[config.mk]
export PLATFORM = sky130hd
export DESIGN_NAME = fetch_unit_flat
export DESIGN_NICKNAME = d
export VERILOG_FILES = /design/src/rtl/fetch_unit_if.sv /design/src/rtl/fetch_unit.sv /design/src/flat_wrapper.sv
export SDC_FILE = /design/constraint.sdc
export NUM_CORES = 1
export LEC_CHECK = 0
export CAP_MARGIN = 40
export CORE_MARGIN = 1
export CORE_UTILIZATION = 40
export DETAILED_ROUTE_END_ITERATION = 7
export MAX_ROUTING_LAYER = met4
export PLACE_DENSITY = 0.67
export SETUP_SLACK_MARGIN = 0.15
export SLEW_MARGIN = 0
export SYNTH_ARGS = -nofsm -noshare
export SYNTH_HDL_FRONTEND = slang
export SYNTH_SLANG_ARGS = --single-unit
[constraint.sdc]
create_clock -name clk -period 10.9 [get_ports clk]
set_input_delay 3.27 -clock clk [delete_from_list [all_inputs] [get_ports clk]]
set_output_delay 3.27 -clock clk [all_outputs]
set_load 0.01 [all_outputs]
[src/rtl/fetch_unit_if.sv]
// Fetch unit bus bundle: instruction memory port, redirect input, decode port.
// master = fetch unit side, slave = memory/execute/decode side.
interface fetch_unit_if;
  logic        imem_req_valid;
  logic        imem_req_ready;
  logic [31:0] imem_req_addr;
  logic        imem_resp_valid;
  logic [31:0] imem_resp_data;
  logic        redirect_valid;
  logic [31:0] redirect_pc;
  logic        instr_valid;
  logic        instr_ready;
  logic [31:0] instruction;
  logic [31:0] instr_pc;

  modport master (
    output imem_req_valid,
    output imem_req_addr,
    input  imem_req_ready,
    input  imem_resp_valid,
    input  imem_resp_data,
    input  redirect_valid,
    input  redirect_pc,
    output instr_valid,
    output instruction,
    output instr_pc,
    input  instr_ready
  );

  modport slave (
    input  imem_req_valid,
    input  imem_req_addr,
    output imem_req_ready,
    output imem_resp_valid,
    output imem_resp_data,
    output redirect_valid,
    output redirect_pc,
    input  instr_valid,
    input  instruction,
    input  instr_pc,
    output instr_ready
  );
endinterface

[src/rtl/fetch_unit.sv]
// Instruction fetch stage: PC, credit-limited requests, in-order queue, redirect flush.
// Optional FETCH_MISALIGN_CHECK_EN: misaligned redirect raises sticky fault and halts.
module fetch_unit #(
  parameter logic [31:0] RESET_PC    = 32'h0000_0000,
  parameter int unsigned QUEUE_DEPTH = 2
) (
  input  logic clk,
  input  logic reset_n,
`ifdef FETCH_MISALIGN_CHECK_EN
  output logic misalign_fault,
`endif
  fetch_unit_if.master bus
);

  localparam int unsigned AW = $clog2(QUEUE_DEPTH);
  localparam int unsigned CW = AW + 1;
  localparam logic [CW:0] LIMIT = (CW+1)'(QUEUE_DEPTH);
  localparam logic [31:0] NOP = 32'h0000_0013;

  typedef enum logic [1:0] {
    BOOT,
    RUN,
    DRAIN,
    HALT
  } state_e;

  state_e        state_q, state_d;
  logic [31:0]   fetch_pc_q, fetch_pc_d;
  logic [31:0]   resp_pc_q, resp_pc_d;
  logic [CW-1:0] out_q, out_d;
  logic [CW-1:0] drop_q, drop_d;
  logic [CW-1:0] cnt_q, cnt_d;
  logic [AW-1:0] wr_q, wr_d;
  logic [AW-1:0] rd_q, rd_d;

  logic [31:0] data_mem [QUEUE_DEPTH];
  logic [31:0] pc_mem   [QUEUE_DEPTH];

  logic        req_fire;
  logic        pop;
  logic        push;
  logic        flush;
  logic        redir;
  logic        bad_tgt;
  logic [31:0] tgt;
  logic [CW:0] used;

`ifdef FETCH_MISALIGN_CHECK_EN
  logic fault_q, fault_d;

  assign tgt            = bus.redirect_pc;
  assign bad_tgt        = |bus.redirect_pc[1:0];
  assign misalign_fault = fault_q;
`else
  assign tgt     = bus.redirect_pc & ~32'h3;
  assign bad_tgt = 1'b0;
`endif

  assign used  = {1'b0, cnt_q} + {1'b0, out_q};
  assign redir = bus.redirect_valid && (state_q != HALT);

  always_comb begin
    bus.imem_req_addr  = fetch_pc_q;
    bus.imem_req_valid = (state_q == RUN) && !bus.redirect_valid
                         && (used < LIMIT);
    bus.instr_valid    = (cnt_q != '0);
    bus.instruction    = bus.instr_valid ? data_mem[rd_q] : NOP;
    bus.instr_pc       = bus.instr_valid ? pc_mem[rd_q] : 32'h0;
  end

  assign req_fire = bus.imem_req_valid && bus.imem_req_ready;
  assign pop      = bus.instr_valid && bus.instr_ready;

  always_comb begin
    state_d    = state_q;
    fetch_pc_d = fetch_pc_q;
    resp_pc_d  = resp_pc_q;
    drop_d     = drop_q;
    flush      = 1'b0;
    push       = 1'b0;
`ifdef FETCH_MISALIGN_CHECK_EN
    fault_d    = fault_q;
`endif

    out_d = out_q + CW'(req_fire) - CW'(bus.imem_resp_valid);

    if (req_fire) begin
      fetch_pc_d = fetch_pc_q + 32'd4;
    end

    if (bus.imem_resp_valid) begin
      if (drop_q != '0) begin
        drop_d = drop_q - 1'b1;
      end else if (state_q != HALT) begin
        push = 1'b1;
      end
    end

    unique case (state_q)
      BOOT:    state_d = RUN;
      RUN:     state_d = RUN;
      DRAIN:   if (drop_d == '0) state_d = RUN;
      HALT:    flush = 1'b1;
      default: state_d = BOOT;
    endcase

    // Redirect overrides everything; words still in flight become stale.
    if (redir) begin
      fetch_pc_d = tgt;
      resp_pc_d  = tgt;
      drop_d     = out_d;
      flush      = 1'b1;
      push       = 1'b0;
      state_d    = (out_d != '0) ? DRAIN : RUN;
      if (bad_tgt) begin
        state_d = HALT;
      end
`ifdef FETCH_MISALIGN_CHECK_EN
      fault_d = fault_q | bad_tgt;
`endif
    end

    if (push) begin
      resp_pc_d = resp_pc_q + 32'd4;
    end
  end

  always_comb begin
    wr_d  = wr_q;
    rd_d  = rd_q;
    cnt_d = cnt_q;
    if (flush) begin
      wr_d  = '0;
      rd_d  = '0;
      cnt_d = '0;
    end else begin
      if (push) wr_d = wr_q + 1'b1;
      if (pop)  rd_d = rd_q + 1'b1;
      cnt_d = cnt_q + CW'(push) - CW'(pop);
    end
  end

  always_ff @(posedge clk) begin
    if (!reset_n) begin
      state_q    <= BOOT;
      fetch_pc_q <= RESET_PC;
      resp_pc_q  <= RESET_PC;
      out_q      <= '0;
      drop_q     <= '0;
      cnt_q      <= '0;
      wr_q       <= '0;
      rd_q       <= '0;
    end else begin
      state_q    <= state_d;
      fetch_pc_q <= fetch_pc_d;
      resp_pc_q  <= resp_pc_d;
      out_q      <= out_d;
      drop_q     <= drop_d;
      cnt_q      <= cnt_d;
      wr_q       <= wr_d;
      rd_q       <= rd_d;
    end
  end

`ifdef FETCH_MISALIGN_CHECK_EN
  always_ff @(posedge clk) begin
    if (!reset_n) begin
      fault_q <= 1'b0;
    end else begin
      fault_q <= fault_d;
    end
  end
`endif

  always_ff @(posedge clk) begin
    if (reset_n && push) begin
      data_mem[wr_q] <= bus.imem_resp_data;
      pc_mem[wr_q]   <= resp_pc_q;
    end
  end

endmodule

[src/flat_wrapper.sv]
// flat-port wrapper written by rule: the top's interface ports become plain ports
module fetch_unit_flat 
#(
  parameter logic [31:0] RESET_PC    = 32'h0000_0000,
  parameter int unsigned QUEUE_DEPTH = 2
)
  (clk, reset_n, bus_imem_req_valid, bus_imem_req_addr, bus_imem_req_ready, bus_imem_resp_valid, bus_imem_resp_data, bus_redirect_valid, bus_redirect_pc, bus_instr_valid, bus_instruction, bus_instr_pc, bus_instr_ready);
  fetch_unit_if bus_i ();
  input  logic clk;
  input  logic reset_n;
  output wire logic [$bits(bus_i.imem_req_valid)-1:0] bus_imem_req_valid;
  output wire logic [$bits(bus_i.imem_req_addr)-1:0] bus_imem_req_addr;
  input wire logic [$bits(bus_i.imem_req_ready)-1:0] bus_imem_req_ready;
  input wire logic [$bits(bus_i.imem_resp_valid)-1:0] bus_imem_resp_valid;
  input wire logic [$bits(bus_i.imem_resp_data)-1:0] bus_imem_resp_data;
  input wire logic [$bits(bus_i.redirect_valid)-1:0] bus_redirect_valid;
  input wire logic [$bits(bus_i.redirect_pc)-1:0] bus_redirect_pc;
  output wire logic [$bits(bus_i.instr_valid)-1:0] bus_instr_valid;
  output wire logic [$bits(bus_i.instruction)-1:0] bus_instruction;
  output wire logic [$bits(bus_i.instr_pc)-1:0] bus_instr_pc;
  input wire logic [$bits(bus_i.instr_ready)-1:0] bus_instr_ready;
  assign bus_imem_req_valid = bus_i.imem_req_valid;
  assign bus_imem_req_addr = bus_i.imem_req_addr;
  assign bus_i.imem_req_ready = bus_imem_req_ready;
  assign bus_i.imem_resp_valid = bus_imem_resp_valid;
  assign bus_i.imem_resp_data = bus_imem_resp_data;
  assign bus_i.redirect_valid = bus_redirect_valid;
  assign bus_i.redirect_pc = bus_redirect_pc;
  assign bus_instr_valid = bus_i.instr_valid;
  assign bus_instruction = bus_i.instruction;
  assign bus_instr_pc = bus_i.instr_pc;
  assign bus_i.instr_ready = bus_instr_ready;
  fetch_unit #(.RESET_PC(RESET_PC), .QUEUE_DEPTH(QUEUE_DEPTH)) u_core (.clk(clk), .reset_n(reset_n), .bus(bus_i));
endmodule
==> impl_summary.md <==
Synth
The leading register cell type out of synthesis is sky130_fd_sc_hd__edfxtp_1. The sequential area share after synthesis is 0.591. Of the post-synthesis cell area, the dominant cell type holds 0.428.

The average cell area after synthesis is 11.5 sq um. The synthesized netlist occupies a cell area of 0.00870 sq mm. The number of storage elements in the synthesis netlist is 195. The synthesized design contains 124 enable-type register cells. By area the synthesized netlist is led by sky130_fd_sc_hd__edfxtp_1 (43%), sky130_fd_sc_hd__dfxtp_1 (16%), sky130_fd_sc_hd__mux2i_1 (7.2%), sky130_fd_sc_hd__nor2_1 (3.9%), sky130_fd_sc_hd__a21oi_1 (2.1%). The most area-hungry cell type in the Yosys netlist is sky130_fd_sc_hd__edfxtp_1. The async set-or-reset flop fraction in the synthesized netlist is 0. The number of standard cells after synthesis is 758. The netlist uses 60 different library cells.

During synthesis, Yosys emitted a total of 0 warnings.

Timing
Across the routed clock network, the largest skew measured is 15.5 ps. After layout, the minimum clock period comes to 8080 ps. Setup repair after global routing left no endpoint under its margin. Dividing the final minimum period by the clock period gives 0.741. The maximum frequency from static timing analysis is 124 MHz.

The number of endpoints failing setup at the final stage is 0. The worst-case hold slack is 516 ps. For the pin with the worst max-slew slack, the measured transition is 835 ps.

The number of failing hold endpoints at the final stage is 0. Measured against its own limit, the worst slew margin works out to 0.443. Summed over all failing endpoints, the final setup total negative slack is 0 ps. The final-report max-slew violation count came to 0.

Drt
Dividing the detail-routed via count by the number of cells gives 5.44. Summing over every cut layer, the via total after detailed routing is 6,500. The number of nets with antenna violations after routing is 0. Wires add up to 20,400 um. The per-cell routed wire length is 17.1 um.

The number of iterations in the first detailed-routing pass is 5. The post-detailed-route DRC marker count is 0. For this block, the initial DRC count from the detailed router was 374.

CTS
The number of hold buffers added after cts is 0. TritonCTS built the clock tree. The clock root buffer is sky130_fd_sc_hd__clkbuf_16.

The number of clock buffers inserted by TritonCTS is 17. The post-CTS repair timing setup buffer count is 0. The H-tree was split into 4 levels. The total clock sinks is 195. The post-cts repair resize count is 0. Clock latency on the worst-skew pair, taken at its later pin, is 440 ps. Clock-pin slew was measured on the worst setup and hold paths at 60 ps. The maximum buffer depth of the clock tree is 2.

Hold path
The startpoint of the lowest-slack hold path is u_core.rd_q$_SDFFE_PP0P_. The path class of the tightest hold or removal check is reg -> reg. Along the worst hold path, the cell count comes to 2.

Floorplan
The area of the placeable core is 0.0212 sq mm. From bottom edge to top edge, the die measures 149 um. The x dimension of the die is 149 um. The starting density of the core is 0.411.

In this run the core area contains 53 standard-cell rows. 168 I/O pins were placed. The die covers 0.0223 sq mm.

Global routing
The wire length of the first global-routing pass is 32,300 um. The initial antenna violation count is 0. The combined global-route utilization of all metal layers is 0.193. For this run the aggregate overflow at the end of global routing stands at 0. Entering global routing, the biggest net connects 63 pins. The via count of the first global-routing pass is 6,047.

Pwr
The share of total power in the clock network is 0.360. The switching share of total power is 0.257. The ratio of total power to cell area is 150 mW/mm^2. Internal power comes to 1.25 mW. The analysis attributes to cell leakage a power of 3.68 nW. The worst supply voltage drop on vdd is 0.105 mV. The part of the total power dissipated in sequential elements is 0.512. The net switching power of the design is 431 uW.

The proportion of power drawn by combinational gates is 0.128.

Cells and area
The final-layout fill cell count is 1,839. Measured on the finished design, the core utilization comes to 0.528. The share of final-layout standard cells stronger than drive strength 1 is 0.0620. In the final design database the tool counted 983 nets. Summing all non-filler instances in the final layout gives an area of 0.0112 sq mm. The number of antenna diodes in the final layout is 0.

The layout overhead on the synthesized area is 28.4%.

Critical path
The startpoint identified for the worst register-to-register timing path is u_core.drop_q[1]$_SDFF_PN0_. By startpoint and endpoint, the worst setup path is classified as in -> out. The reg2reg setup slack is 7470 ps. The worst path arrival time is 4810 ps.

The endpoint of the most critical register-to-register path is u_core.data_mem[0][25]$_DFFE_PP_. Data on the critical path is required at its endpoint by 7630 ps. The launching element type of the critical path is a primary input. The worst register-to-register path has a depth of 6.

The worst setup path is captured at a primary output. In this run the worst path has a maximum fanout of 11.

Placement
The last weighted congestion value of the routability-driven placer is 0.913. The area of placed instances is 0.0106 sq mm. The HPWL after detailed placement is 13,600 um.

In this run the tool buffered the top-level ports with 161 buffer cells.

Run status
The run finished with clean final reports.

Job
The max-capacitance violation count is 0.
-- state kept, by name, summed over array words and instances (netlist names), named ones only --
register,count
u_core.resp_pc_q,30
u_core.bus.imem_req_addr,30
u_core.out_q,2
u_core.pc_mem,60
u_core.wr_q,1
u_core.data_mem,64
u_core.rd_q,1
u_core.state_q,2
u_core.cnt_q,2
u_core.drop_q,2
-- through the flow --
stage / power (mW) / std cells / setup slack [ps]
after floorplan: 0.983 / 761 / 3210
after global placement: 1.09 / 1161 / 2800
after detailed placement: 1.09 / 1162 / 2830
after CTS: 1.70 / 1194 / 2820
after global routing: 1.75 / 1194 / 2730
final: 1.68 / 1194 / 2820
-- placed cells by master (no fill, tap or decap), types with 7 or more instances in the layout --
master / count
sky130_fd_sc_hd__inv_1: 11
sky130_fd_sc_hd__and4_1: 9
sky130_fd_sc_hd__a22o_1: 8
sky130_fd_sc_hd__a22oi_1: 20
sky130_fd_sc_hd__edfxtp_1: 124
sky130_fd_sc_hd__and3_1: 11
sky130_fd_sc_hd__clkbuf_16: 17
sky130_fd_sc_hd__xor2_1: 19
sky130_fd_sc_hd__nor4_1: 7
sky130_fd_sc_hd__o22ai_1: 16
sky130_fd_sc_hd__xnor2_1: 16
sky130_fd_sc_hd__mux2i_1: 63
sky130_fd_sc_hd__o21ai_0: 30
sky130_fd_sc_hd__nor3_1: 8
sky130_fd_sc_hd__a21oi_1: 36
sky130_fd_sc_hd__nand2_1: 43
sky130_fd_sc_hd__nor2_1: 89
sky130_fd_sc_hd__nand4_1: 19
sky130_fd_sc_hd__buf_4: 7
sky130_fd_sc_hd__clkdlybuf4s50_1: 161
sky130_fd_sc_hd__nand3_1: 27
sky130_fd_sc_hd__dfxtp_1: 70
sky130_fd_sc_hd__and2_1: 8
-- layout make-up --
type	count	area, sq um	area share
clock buffers	17	425	0.0381
clock inverters	15	148	0.0132
inverters	12	45.0	0.00403
multi-input cells	511	3370	0.302
flip-flops and latches	195	5150	0.461
well taps	275	344	0.0308
repair buffers	169	1690	0.151
-- worst max-delay path: stages --
cell	delay (ps)
sky130_fd_sc_hd__clkdlybuf4s50_1	570
sky130_fd_sc_hd__nor2_1	260
sky130_fd_sc_hd__and2_1	170
sky130_fd_sc_hd__clkdlybuf4s50_1	540
-- power by group through the flow --
stage / Sequential (mW) / Combinational [mW] / Clock (mW)
finish: 0.861 / 0.215 / 0.605
global route: 0.865 / 0.236 / 0.649
CTS: 0.859 / 0.217 / 0.620
detailed placement: 0.875 / 0.215 / 0
global placement: 0.874 / 0.212 / 0
floorplan: 0.870 / 0.113 / 0
-- cell families after synthesis --
kind of cell	after synthesis	synth area share
xor+xnor	35	0.0352
other cells	1	0.000431
simple gates	248	0.147
compound gates	154	0.115
mux	63	0.0725
fa+ha+maj	7	0.0109
flops	195	0.591
buf+inv	55	0.0277
-- routing by layer --
layer | GRT usage | part of all wire
met1 | 0.270 | 0.48
met2 | 0.278 | 0.44
met3 | 0.0390 | 0.071
met4 | 0.0653 | 0.015
met5 | - | 0
-- cell usage after synthesis (all sizes together) (20+ instances only) --
| library cell | instances |
|---|---|
| o21ai | 32 |
| dfxtp | 71 |
| nand3 | 28 |
| a22oi | 20 |
| nand4 | 20 |
| clkbuf | 22 |
| a21oi | 36 |
| nor2 | 91 |
| nand2 | 44 |
| mux2i | 63 |
| edfxtp | 124 |
| buf | 21 |
-- how the worst max path moves through the flow --
stage / slack, ps / cells after the start / to / start
5_1_grt: 2730 / 4 / bus_imem_req_valid / bus_redirect_valid
2_1_floorplan: 3210 / 4 / u_core.data_mem[1][0]$_DFFE_PP_ / bus_redirect_valid
6_report: 2820 / 4 / bus_imem_req_valid / bus_redirect_valid
4_1_cts: 2820 / 4 / bus_imem_req_valid / bus_redirect_valid
3_5_place_dp: 2830 / 4 / bus_imem_req_valid / bus_redirect_valid
3_3_place_gp: 2800 / 4 / bus_imem_req_valid / bus_redirect_valid
(Power assumes the default switching activity.)
